===== src/rtl/sipo_pkg.sv =====
// Shared definitions for the serial-in/parallel-out frame controller.
package sipo_pkg;

  localparam logic [1:0] ST_IDLE_ENC  = 2'd0;
  localparam logic [1:0] ST_SHIFT_ENC = 2'd1;
  localparam logic [1:0] ST_VALID_ENC = 2'd2;

  typedef enum logic [1:0] {
    IDLE  = ST_IDLE_ENC,
    SHIFT = ST_SHIFT_ENC,
    VALID = ST_VALID_ENC
  } state_e;

endpackage


===== src/rtl/sipo_frame_ctrl_if.sv =====
// Bit-serial input side and word-wide valid/ready output side of the frame controller.
interface sipo_frame_ctrl_if #(
  parameter int WIDTH = 4
);
  localparam int CNT_W = $clog2(WIDTH + 1);

  logic             start;
  logic             si;
  logic             si_valid;
  logic             out_ready;
  logic             ovr_clr;
  logic [WIDTH-1:0] po;
  logic             po_valid;
  logic             busy;
  logic             frame_abort;
  logic             overrun;
  logic [CNT_W-1:0] bit_cnt;

  modport master (
    output start, si, si_valid, out_ready, ovr_clr,
    input  po, po_valid, busy, frame_abort, overrun, bit_cnt
  );

  modport slave (
    input  start, si, si_valid, out_ready, ovr_clr,
    output po, po_valid, busy, frame_abort, overrun, bit_cnt
  );

endinterface


===== src/rtl/sipo_shift_reg.sv =====
// Right-shift register: new bits enter at the MSB. A clear applied together with a
// shift yields a register holding only the new bit, which lets a frame start on the same edge.
module sipo_shift_reg #(
  parameter int WIDTH = 4
) (
  input  logic             clk,
  input  logic             rst,
  input  logic             clr,
  input  logic             shift_en,
  input  logic             si,
  output logic [WIDTH-1:0] q
);

  logic [WIDTH-1:0] q_q;
  logic [WIDTH-1:0] q_d;
  logic [WIDTH-1:0] base;

  always_comb begin
    base = clr ? '0 : q_q;
    q_d  = base;
    if (shift_en) begin
      q_d = {si, base[WIDTH-1:1]};
    end
  end

  always_ff @(posedge clk) begin
    if (rst) begin
      q_q <= '0;
    end else begin
      q_q <= q_d;
    end
  end

  assign q = q_q;

endmodule


===== src/rtl/sipo_frame_ctrl.sv =====
// Frame controller: collects WIDTH serial bits after a start strobe, presents the word on a
// valid/ready port, and flags stalled frames (timeout abort) and bits arriving while a word waits.
module sipo_frame_ctrl
  import sipo_pkg::*;
#(
  parameter int WIDTH        = 4,
  parameter int TIMEOUT      = 16,
  parameter int AUTO_RESTART = 0
) (
  input  logic              clk,
  input  logic              rst,
  sipo_frame_ctrl_if.slave  bus
);

  localparam int CNT_W = $clog2(WIDTH + 1);
  localparam int TMO_W = (TIMEOUT > 1) ? $clog2(TIMEOUT) : 1;
  localparam logic [CNT_W-1:0] LAST_BIT = CNT_W'(WIDTH - 1);
  localparam logic [TMO_W-1:0] TMO_LAST = TMO_W'((TIMEOUT > 0) ? TIMEOUT - 1 : 0);

  state_e           state_q, state_d;
  logic [CNT_W-1:0] bit_cnt_q, bit_cnt_d;
  logic [TMO_W-1:0] tmo_q, tmo_d;
  logic [WIDTH-1:0] po_q, po_d;
  logic             abort_q, abort_d;
  logic             overrun_q, overrun_d;
  logic             sr_clr;
  logic             sr_shift;
  logic [WIDTH-1:0] sr_q;

  sipo_shift_reg #(.WIDTH(WIDTH)) u_shift_reg (
    .clk      (clk),
    .rst      (rst),
    .clr      (sr_clr),
    .shift_en (sr_shift),
    .si       (bus.si),
    .q        (sr_q)
  );

  always_comb begin
    state_d   = state_q;
    bit_cnt_d = bit_cnt_q;
    tmo_d     = tmo_q;
    po_d      = po_q;
    abort_d   = 1'b0;
    overrun_d = overrun_q & ~bus.ovr_clr;
    sr_clr    = 1'b0;
    sr_shift  = 1'b0;

    case (state_q)
      IDLE: begin
        if (bus.start) begin
          state_d   = SHIFT;
          bit_cnt_d = '0;
          tmo_d     = '0;
          sr_clr    = 1'b1;
        end
      end

      SHIFT: begin
        // A restart strobe beats any bit arriving in the same cycle.
        if (bus.start) begin
          abort_d   = 1'b1;
          bit_cnt_d = '0;
          tmo_d     = '0;
          sr_clr    = 1'b1;
        end else if (bus.si_valid) begin
          tmo_d    = '0;
          sr_shift = 1'b1;
          if (bit_cnt_q == LAST_BIT) begin
            po_d      = WIDTH'({bus.si, sr_q} >> 1);
            bit_cnt_d = '0;
            state_d   = VALID;
          end else begin
            bit_cnt_d = bit_cnt_q + CNT_W'(1);
          end
        end else if (TIMEOUT != 0) begin
          if (tmo_q == TMO_LAST) begin
            state_d   = IDLE;
            abort_d   = 1'b1;
            bit_cnt_d = '0;
            tmo_d     = '0;
            sr_clr    = 1'b1;
          end else begin
            tmo_d = tmo_q + TMO_W'(1);
          end
        end
      end

      VALID: begin
        if (bus.out_ready) begin
          if (AUTO_RESTART != 0) begin
            state_d   = SHIFT;
            tmo_d     = '0;
            sr_clr    = 1'b1;
            sr_shift  = bus.si_valid;
            bit_cnt_d = bus.si_valid ? CNT_W'(1) : '0;
          end else begin
            state_d = IDLE;
          end
        end
        // Only an auto-restart handshake can absorb a bit; otherwise it is lost.
        if (bus.si_valid && !(bus.out_ready && (AUTO_RESTART != 0))) begin
          overrun_d = 1'b1;
        end
      end

      default: begin
        state_d = IDLE;
      end
    endcase
  end

  always_ff @(posedge clk) begin
    if (rst) begin
      state_q   <= IDLE;
      bit_cnt_q <= '0;
      tmo_q     <= '0;
      po_q      <= '0;
      abort_q   <= 1'b0;
      overrun_q <= 1'b0;
    end else begin
      state_q   <= state_d;
      bit_cnt_q <= bit_cnt_d;
      tmo_q     <= tmo_d;
      po_q      <= po_d;
      abort_q   <= abort_d;
      overrun_q <= overrun_d;
    end
  end

  assign bus.po          = po_q;
  assign bus.po_valid    = (state_q == VALID);
  assign bus.busy        = (state_q != IDLE);
  assign bus.frame_abort = abort_q;
  assign bus.overrun     = overrun_q;
  assign bus.bit_cnt     = bit_cnt_q;

endmodule


===== src/flat_wrapper.sv =====
// flat-port wrapper written by rule: the top's interface ports become plain ports
module sipo_frame_ctrl_flat import sipo_pkg::*;
#(
  parameter int WIDTH        = 4,
  parameter int TIMEOUT      = 16,
  parameter int AUTO_RESTART = 0
)
  (clk, rst, bus_start, bus_si, bus_si_valid, bus_out_ready, bus_ovr_clr, bus_po, bus_po_valid, bus_busy, bus_frame_abort, bus_overrun, bus_bit_cnt);
  sipo_frame_ctrl_if #(.WIDTH(WIDTH)) bus_i ();
  input  logic clk;
  input  logic rst;
  input wire logic [$bits(bus_i.start)-1:0] bus_start;
  input wire logic [$bits(bus_i.si)-1:0] bus_si;
  input wire logic [$bits(bus_i.si_valid)-1:0] bus_si_valid;
  input wire logic [$bits(bus_i.out_ready)-1:0] bus_out_ready;
  input wire logic [$bits(bus_i.ovr_clr)-1:0] bus_ovr_clr;
  output wire logic [$bits(bus_i.po)-1:0] bus_po;
  output wire logic [$bits(bus_i.po_valid)-1:0] bus_po_valid;
  output wire logic [$bits(bus_i.busy)-1:0] bus_busy;
  output wire logic [$bits(bus_i.frame_abort)-1:0] bus_frame_abort;
  output wire logic [$bits(bus_i.overrun)-1:0] bus_overrun;
  output wire logic [$bits(bus_i.bit_cnt)-1:0] bus_bit_cnt;
  assign bus_i.start = bus_start;
  assign bus_i.si = bus_si;
  assign bus_i.si_valid = bus_si_valid;
  assign bus_i.out_ready = bus_out_ready;
  assign bus_i.ovr_clr = bus_ovr_clr;
  assign bus_po = bus_i.po;
  assign bus_po_valid = bus_i.po_valid;
  assign bus_busy = bus_i.busy;
  assign bus_frame_abort = bus_i.frame_abort;
  assign bus_overrun = bus_i.overrun;
  assign bus_bit_cnt = bus_i.bit_cnt;
  sipo_frame_ctrl #(.WIDTH(WIDTH), .TIMEOUT(TIMEOUT), .AUTO_RESTART(AUTO_RESTART)) u_core (.clk(clk), .rst(rst), .bus(bus_i));
endmodule

===== config.mk =====
export PLATFORM = sky130hd
export DESIGN_NAME = sipo_frame_ctrl_flat
export DESIGN_NICKNAME = d
export VERILOG_FILES = /design/src/rtl/sipo_pkg.sv /design/src/rtl/sipo_frame_ctrl_if.sv /design/src/rtl/sipo_shift_reg.sv /design/src/rtl/sipo_frame_ctrl.sv /design/src/flat_wrapper.sv
export SDC_FILE = /design/constraint.sdc
export NUM_CORES = 1
export LEC_CHECK = 0
export ABC_AREA = 1
export CORE_UTILIZATION = 52
export DETAILED_ROUTE_END_ITERATION = 10
export GPL_TIMING_DRIVEN = 0
export PLACE_DENSITY = 0.77
export SYNTH_ARGS = -nofsm -noshare
export SYNTH_HDL_FRONTEND = slang
export SYNTH_SLANG_ARGS = --single-unit

===== constraint.sdc =====
create_clock -name clk -period 3.16 [get_ports clk]
set_clock_uncertainty 0.05 [all_clocks]
set_input_delay 0.316 -clock clk [delete_from_list [all_inputs] [get_ports clk]]
set_output_delay 0.316 -clock clk [all_outputs]
set_load 0.05 [all_outputs]

==> results.md, run 1 <==
- The critical path start-end classification is flop to output pin.
- Buffers added to address setup during post-CTS repair amount to 0.
- The top-level I/O count is 18.
- The static power due to leakage is 0.4680 nW.
- Clock-pin slew was measured on the worst setup and hold paths at 0.10 ns.
- The clock reaches the later pin of the worst-skew pair after 0.30 ns.
- The post-cts hold buffer count is 0.
- The die is 42.81 microns tall.
- Synthesis instantiated 21 different standard cells from the library.
- Entering global routing, the biggest net connects 11 pins.
- The data required time at the worst endpoint is 2.79 ns.
- The initialized floorplan defines 14 standard-cell rows.
- For this run, the post-layout net count is 151.
- The full die area is 0.001832 sq mm.
- The DRC violations left is 0.
- The quantity of I/O buffers inserted on ports is 17.
- The startpoint type of the worst setup path is a flop.
- The total core area is 0.001524 sq mm.
- Max-cap violations in this run came to 0.
- Setup slack closes at 1.044 ns.
- Global routing finished with a remaining overflow of 0.
- In this run the mean area of a mapped cell was 7.215 sq um.
- In this run the cell area of the synthesized design comes to 865.8 sq um.
- The half-perimeter wire length after placement is 1269 microns.
- After layout, the worst path uses 66.98% of the clock period.
- The initial antenna violation count came to 0.
- The most area-hungry cell type in the Yosys netlist is sky130_fd_sc_hd__dfxtp_1.
- The async set or reset register ratio after synthesis is 0%.
- Yosys mapped a number of flops with a built-in enable equal to 0.
- In the final routed layout, each cell accounts on average for 10.73 microns.
- The worst pin sits at a relative slew slack of 64.21%.
- The critical path endpoint category is an output pin.
- The final wirelength is 1685 microns.
- Sequential cells were found to cover 41.62% of the synthesized design area.
- In the final layout, the share of cells above drive strength 1 is 12.77%.
- The total negative slack is 0 ns.
- The final cell utilization of the core is 71.67%.
- The register bit count reported by yosys is 18.
- The power per unit of standard cell area is 401.3 mW/mm^2.
- TritonCTS built the clock tree.
- In this run the horizontal extent of the chip is 42.81 microns.
- The pre-CTS setup slack is 1.381 ns.
- The data arrival time of the worst path is 1.75 ns.
- The first TritonRoute pass finished after 4 iterations.
- The routability-driven placement congestion ratio is 0.8005.
- The worst min-delay path category is flop to flop.
- In this run the number of H-tree levels came out at 1.
- Among all flip-flop cells after synthesis, the most frequent one is sky130_fd_sc_hd__dfxtp_1.
- The initial standard-cell utilization of the core is 56.81%.
- The max-slew violation total from the final report is 0.
- The net count after synthesis is 129.
- The area overhead of the layout relative to synthesis is 26.16%.
- In this run the biggest area consumer among cell types represents 41.62% of the synthesized area.
- In the routed layout, each cell is associated on average with a via count of 4.930.
- The detailed router placed 774 vias in this run.
- In the synthesized netlist, the cells that appear most often are sky130_fd_sc_hd__nand2_1 (34), sky130_fd_sc_hd__dfxtp_1 (18), sky130_fd_sc_hd__a21oi_1 (14).
- The post-synthesis instance total is 120.
- The most frequent cell after synthesis is sky130_fd_sc_hd__nand2_1.
- The number of violations reported at the end of detailed-routing iteration 0 is 7.
- Setup violations remaining at the end of the flow were counted as 0.
- Setup repair after global routing left no endpoint under its margin.
- The number of nets with antenna violations after routing is 0.
- The reg2reg setup slack is 1.83 ns.
- Based on the critical path, the design can be clocked at up to 472.5 MHz.
- In this run the worst path has a maximum fanout of 4.
- CTS placed an instance of sky130_fd_sc_hd__clkbuf_4 at the clock tree root.
- TritonCTS created 3 clock buffers.
- The run finished with clean final reports.
- The global router's overall resource usage is 20.32%.
- Across the VDD grid, the largest voltage drop is 0.0003290 V.
- Yosys printed 0 warnings.
- The repair_antennas step left the layout with diodes totalling 0.
- By area the synthesized netlist is led by sky130_fd_sc_hd__dfxtp_1 (42%), sky130_fd_sc_hd__nand2_1 (15%), sky130_fd_sc_hd__a21oi_1 (8.1%).
- The via count of the first global-routing pass is 719.
- Post-CTS repair changed the size of 0 cells.
- The slew of the pin with the lowest slew margin is 0.5369 ns.
- The first global-routing pass estimated 2849 microns of wire.
- The longest clock path from root to sink contains 2 buffers.
- Clock tree synthesis found a total of 18 sinks.
- The number of endpoints with negative hold slack in the final report is 0.
- The worst path in the final design needs a cycle of 2.116 ns, including I/O delays and setup.
-- stage by stage --
step                      total power, mW  cells  hold WS (ns)  instance area, sq um
final                              0.4383    157        0.4189                  1092
after global routing               0.4527    157        0.4470                  1092
after CTS                          0.4402    157        0.4226                  1092
after detailed placement           0.2984    153        0.4067                  1056
after global placement             0.2974    153        0.4013                  1056
after floorplan                    0.2785    120        0.3908                 865.8
-- layout by cell type (no fill, tap or decap) --
cell / netlist / layout
sky130_fd_sc_hd__nor2_2: 1 / 1
sky130_fd_sc_hd__nor2_1: 8 / 8
sky130_fd_sc_hd__a21oi_1: 14 / 14
sky130_fd_sc_hd__clkbuf_4: 0 / 3
sky130_fd_sc_hd__inv_4: 1 / 1
sky130_fd_sc_hd__inv_1: 12 / 12
sky130_fd_sc_hd__nor3_4: 1 / 1
sky130_fd_sc_hd__nand2_2: 4 / 4
sky130_fd_sc_hd__dfxtp_1: 18 / 18
sky130_fd_sc_hd__nand2_4: 2 / 2
sky130_fd_sc_hd__o21ai_0: 3 / 3
sky130_fd_sc_hd__clkdlybuf4s50_1: 0 / 17
sky130_fd_sc_hd__nand2_1: 34 / 34
sky130_fd_sc_hd__or2_0: 1 / 1
sky130_fd_sc_hd__clkbuf_8: 0 / 1
sky130_fd_sc_hd__or2_1: 1 / 1
sky130_fd_sc_hd__a21oi_2: 2 / 2
sky130_fd_sc_hd__nor2_4: 1 / 1
sky130_fd_sc_hd__ha_1: 2 / 2
sky130_fd_sc_hd__nand3b_1: 1 / 1
sky130_fd_sc_hd__nand3_1: 10 / 10
sky130_fd_sc_hd__inv_2: 2 / 2
sky130_fd_sc_hd__nand4_1: 1 / 1
sky130_fd_sc_hd__clkbuf_1: 1 / 1
-- layer usage --
layer,vias to the layer above,part of all wire [%],track usage (%)
li1,426,-,-
met1,334,52,26.79
met2,10,43,31.52
met3,4,2.8,2.979
met4,0,2.0,11.25
met5,-,0,0
-- cell families after synthesis --
group | share of synthesized area (%)
buffers and inverters | 7.225
adders and majority gates | 2.890
AOI/OAI and AO/OA | 11.85
and+or+nand+nor | 36.42
DFF | 41.62
-- report_power, final --
group / leakage [nW] / switching (mW) / internal (mW)
Combinational: 0.301 / 0.0375 / 0.0218
Clock: 0.0210 / 0.0745 / 0.0703
Sequential: 0.146 / 0.00357 / 0.231
-- worst max-delay path: stages, from the launching register on --
cell,delay [ns]
sky130_fd_sc_hd__dfxtp_1,0.38
sky130_fd_sc_hd__inv_2,0.08
sky130_fd_sc_hd__nor2_1,0.16
sky130_fd_sc_hd__clkdlybuf4s50_1,0.83
-- final cells by class --
cell class,instances,area [sq um]
tap,16,20.02
timing repair buffer,17,170.2
multi-input combinational,86,442.9
fill,135,431.7
sequential,18,360.3
clock buffer,4,36.28
buffer,1,3.754
inverter,15,58.81
-- sequential cells by signal, summed over array words and instances (netlist names) --
register / flops
u_core.bus.bit_cnt: 3
u_core.bus.frame_abort: 1
u_core.bus.overrun: 1
u_core.tmo_q: 4
u_core.state_q: 2
u_core.u_shift_reg.q: 3
u_core.bus.po: 4
-- worst paths after layout --
check | startpoint | end | cells past startpoint
min reg2reg | u_core.bus.po[2] | u_core.bus.po[2] | 2
max reg2reg | u_core.tmo_q[0] | u_core.u_shift_reg.q[2] | 8
max | u_core.state_q[1] | bus_po_valid | 3
min | u_core.bus.po[2] | u_core.bus.po[2] | 2
No activity file was read; power rests on OpenSTA's default activity.
==> run 2, diff against run 1 <==
CORE_UTILIZATION = 48   (was 52)
PLACE_DENSITY = 0.72   (was 0.77)
clock period = 1.95 ns   (was 3.16 ns; I/O delays follow)
==> run 2 against run 1 <==
- worst setup slack lost 0.82 ns
- die area grew 7.9%
- sequential cell count is the same
- sequential share of layout area shrank 0.34 points
- clock-buffer cell count is the same
- final area grew 1.0%
- routed wire length grew 0.42%
- total power grew 60%
- core utilization shrank 2.4 points
- clock power grew 57%
- via count grew 1.2%
- hold slack is essentially flat
- critical endpoint is now bus_bit_cnt[0]
- largest power group unchanged
==> results.md, run 2 (synthesis gave the netlist of run 1 again) <==
- The headroom to the max-slew limit is 65.48%.
- The run finished with clean final reports.
- Setup repair after global routing left no endpoint under its margin.
- The final period demand of the worst path is 1.728 ns.
- The number of antenna diodes in the final layout is 0.
- The final wirelength is 1692 microns.
- Entering global routing, the biggest net connects 11 pins.
- The number of max-capacitance violations reported is 0.
- Counting the buffers created by CTS gives 3.
- The detailed router placed 783 vias in this run.
- The total negative slack is 0 ns.
- The global router's overall resource usage is 19.61%.
- The static power due to leakage is 0.4861 nW.
- The number of buffers and inverters on the critical path is 1.
- Summing all non-filler instances in the final layout gives an area of 0.001104 sq mm.
- The hold slack is 0.4185 ns.
- The net total in the final layout is 151.
- IR analysis of the VDD net gives a maximum drop of 0.0005992 V.
- The setup slack of the critical path after layout is 0.2224 ns.
- The initial antenna violation count came to 0.
- The clock root buffer master is sky130_fd_sc_hd__clkbuf_4.
- TritonCTS built the clock tree.
- Leaving out fill and tap cells, the most frequent cell in the layout is sky130_fd_sc_hd__nand2_1.
- The height of the chip is 44.47 microns.
- For this design the ratio of total power to cell area is 635.8 mW/mm^2.
- The pre-CTS setup slack is 0.3052 ns.
- The master of the slowest instance on the critical path is sky130_fd_sc_hd__clkdlybuf4s50_1.
- The number of violations reported at the end of detailed-routing iteration 0 is 14.
- After floorplanning, the core was divided into 14 placement rows.
- Clock-pin slew was measured on the worst setup and hold paths at 0.10 ns.
- The worst min-delay path category is flop to flop.
- After global routing the overflow that remains totals 0.
- The slew of the pin with the lowest slew margin is 0.5178 ns.
- No sink is reached through more buffers than the 2 on the longest clock path.
- The worst setup path is captured at an output pin.
- For this configuration, the core starts out at a cell density of 54.32%.
- In this design, the largest share of critical-path delay is due to buffers and inverters.
- The overall die width is 44.47 microns.
- The DRC violations left is 0.
- The worst setup path is launched from a flop.
- The number of endpoints with negative hold slack in the final report came to 0.
- The data arrival time of the worst path is 1.48 ns.
- The total setup violations reported at the end of the flow is 0.
- Buffers inserted to repair hold after CTS numbered 0.
- The total core area is 0.001594 sq mm.
- Cells with a size suffix above 1 make up 12.77% of the layout.
- In the layout the commonest cells are sky130_fd_sc_hd__nand2_1 (34), sky130_fd_sc_hd__dfxtp_1 (18), sky130_fd_sc_hd__clkdlybuf4s50_1 (15), sky130_fd_sc_hd__a21oi_1 (14), sky130_fd_sc_hd__inv_1 (12).
- The fraction of the cycle the final worst path needs is 88.60%.
- The area of placed instances is 0.001066 sq mm.
- The critical path start-end classification is flop to output pin.
- Traced cell by cell, the critical path runs through clkdlybuf4s50_1.
- The number of nets with antenna violations after routing is 0.
- The first detailed-routing pass took 4 iterations.
- In this run the number of H-tree levels came out at 1.
- For this design the top-level I/O count stands at 18.
- The via count of the first global-routing pass is 682.
- The full die area is 0.001978 sq mm.
- The number of vias per cell is 4.745.
- The area overhead of the layout relative to synthesis is 27.46%.
- Along the worst path, the maximum fanout reaches 4.
- The critical path's largest stage delay is 0.82 ns.
- The highest clock rate is 578.8 MHz.
- The number of sinks handled by clock tree synthesis is 18.
- Post-CTS timing repair inserted 0 buffers for setup.
- The first-pass GRT wire length is 2849 microns.
- The max-slew violation total from the final report is 0.
- Routability-driven placement finished with a final weighted congestion of 0.8554.
- The clock latency on the worst-skew pair is 0.29 ns.
- The HPWL after detailed placement is 1309 microns.
- Port buffering added 17 buffers.
- The data required time at the worst endpoint is 1.70 ns.
- The wire length per cell after detailed routing is 10.25 microns.
## run 2: cell types whose count changed in the layout (fill, tap and decap cells not counted), sizes merged
cell,change
clkdlybuf4s50,-2
dlygate4sd2,+1
dlymetal6s2s,+1
## run 2: through the flow
stage,utilization (%),cells,power (mW)
after global placement,66.88,161,0.4821
after detailed placement,66.88,161,0.4837
after floorplan,-,120,0.4514
after CTS,69.07,165,0.7113
final,69.23,165,0.7017
after global routing,69.23,165,0.7348
## run 2: tightest hold or removal path: cells and delay by family (launching register included)
family / cells / cell delay (ns)
and+or+nand+nor: 1 / 0.06
AOI/OAI and AO/OA: 1 / 0.05
DFF: 1 / 0.32
## run 2: per-layer routing
metal	part of all wire, %	wire length [microns]	track usage, %
met5	0	0	0
met4	0.53	9	10.91
met3	4.9	83	2.449
met2	46	777	30.29
met1	49	822	26.46
## run 2: repair_timing
item	4_1_cts	5_1_grt
endpoints found under the setup margin	1	1
gates cloned	0	0
gates resized for setup	1	1
## run 2: area by class of cell
class,count,area [sq um]
Buffer,1,3.754
Clock buffer,4,36.28
Inverter,15,58.81
Fill cell,157,490.5
Multi-Input combinational cell,86,442.9
Sequential cell,18,360.3
Timing Repair Buffer,17,171.4
Tap cell,24,30.03
## run 2: worst paths after layout
kind	from	end	slack, ns	depth (start not counted)
max reg2reg	u_core.tmo_q[0]	u_core.u_shift_reg.q[2]	0.64	8
min reg2reg	u_core.bus.po[2]	u_core.bus.po[2]	0.42	2
max	u_core.bus.bit_cnt[0]	bus_bit_cnt[0]	0.22	1
min	u_core.bus.po[2]	u_core.bus.po[2]	0.42	2
## run 2: report_power, final
group / switching (mW) / leakage (nW) / internal (mW)
Combinational: 0.0605 / 0.319 / 0.0352
Sequential: 0.00544 / 0.146 / 0.374
Clock: 0.113 / 0.0210 / 0.114
Total: 0.179 / 0.486 / 0.523
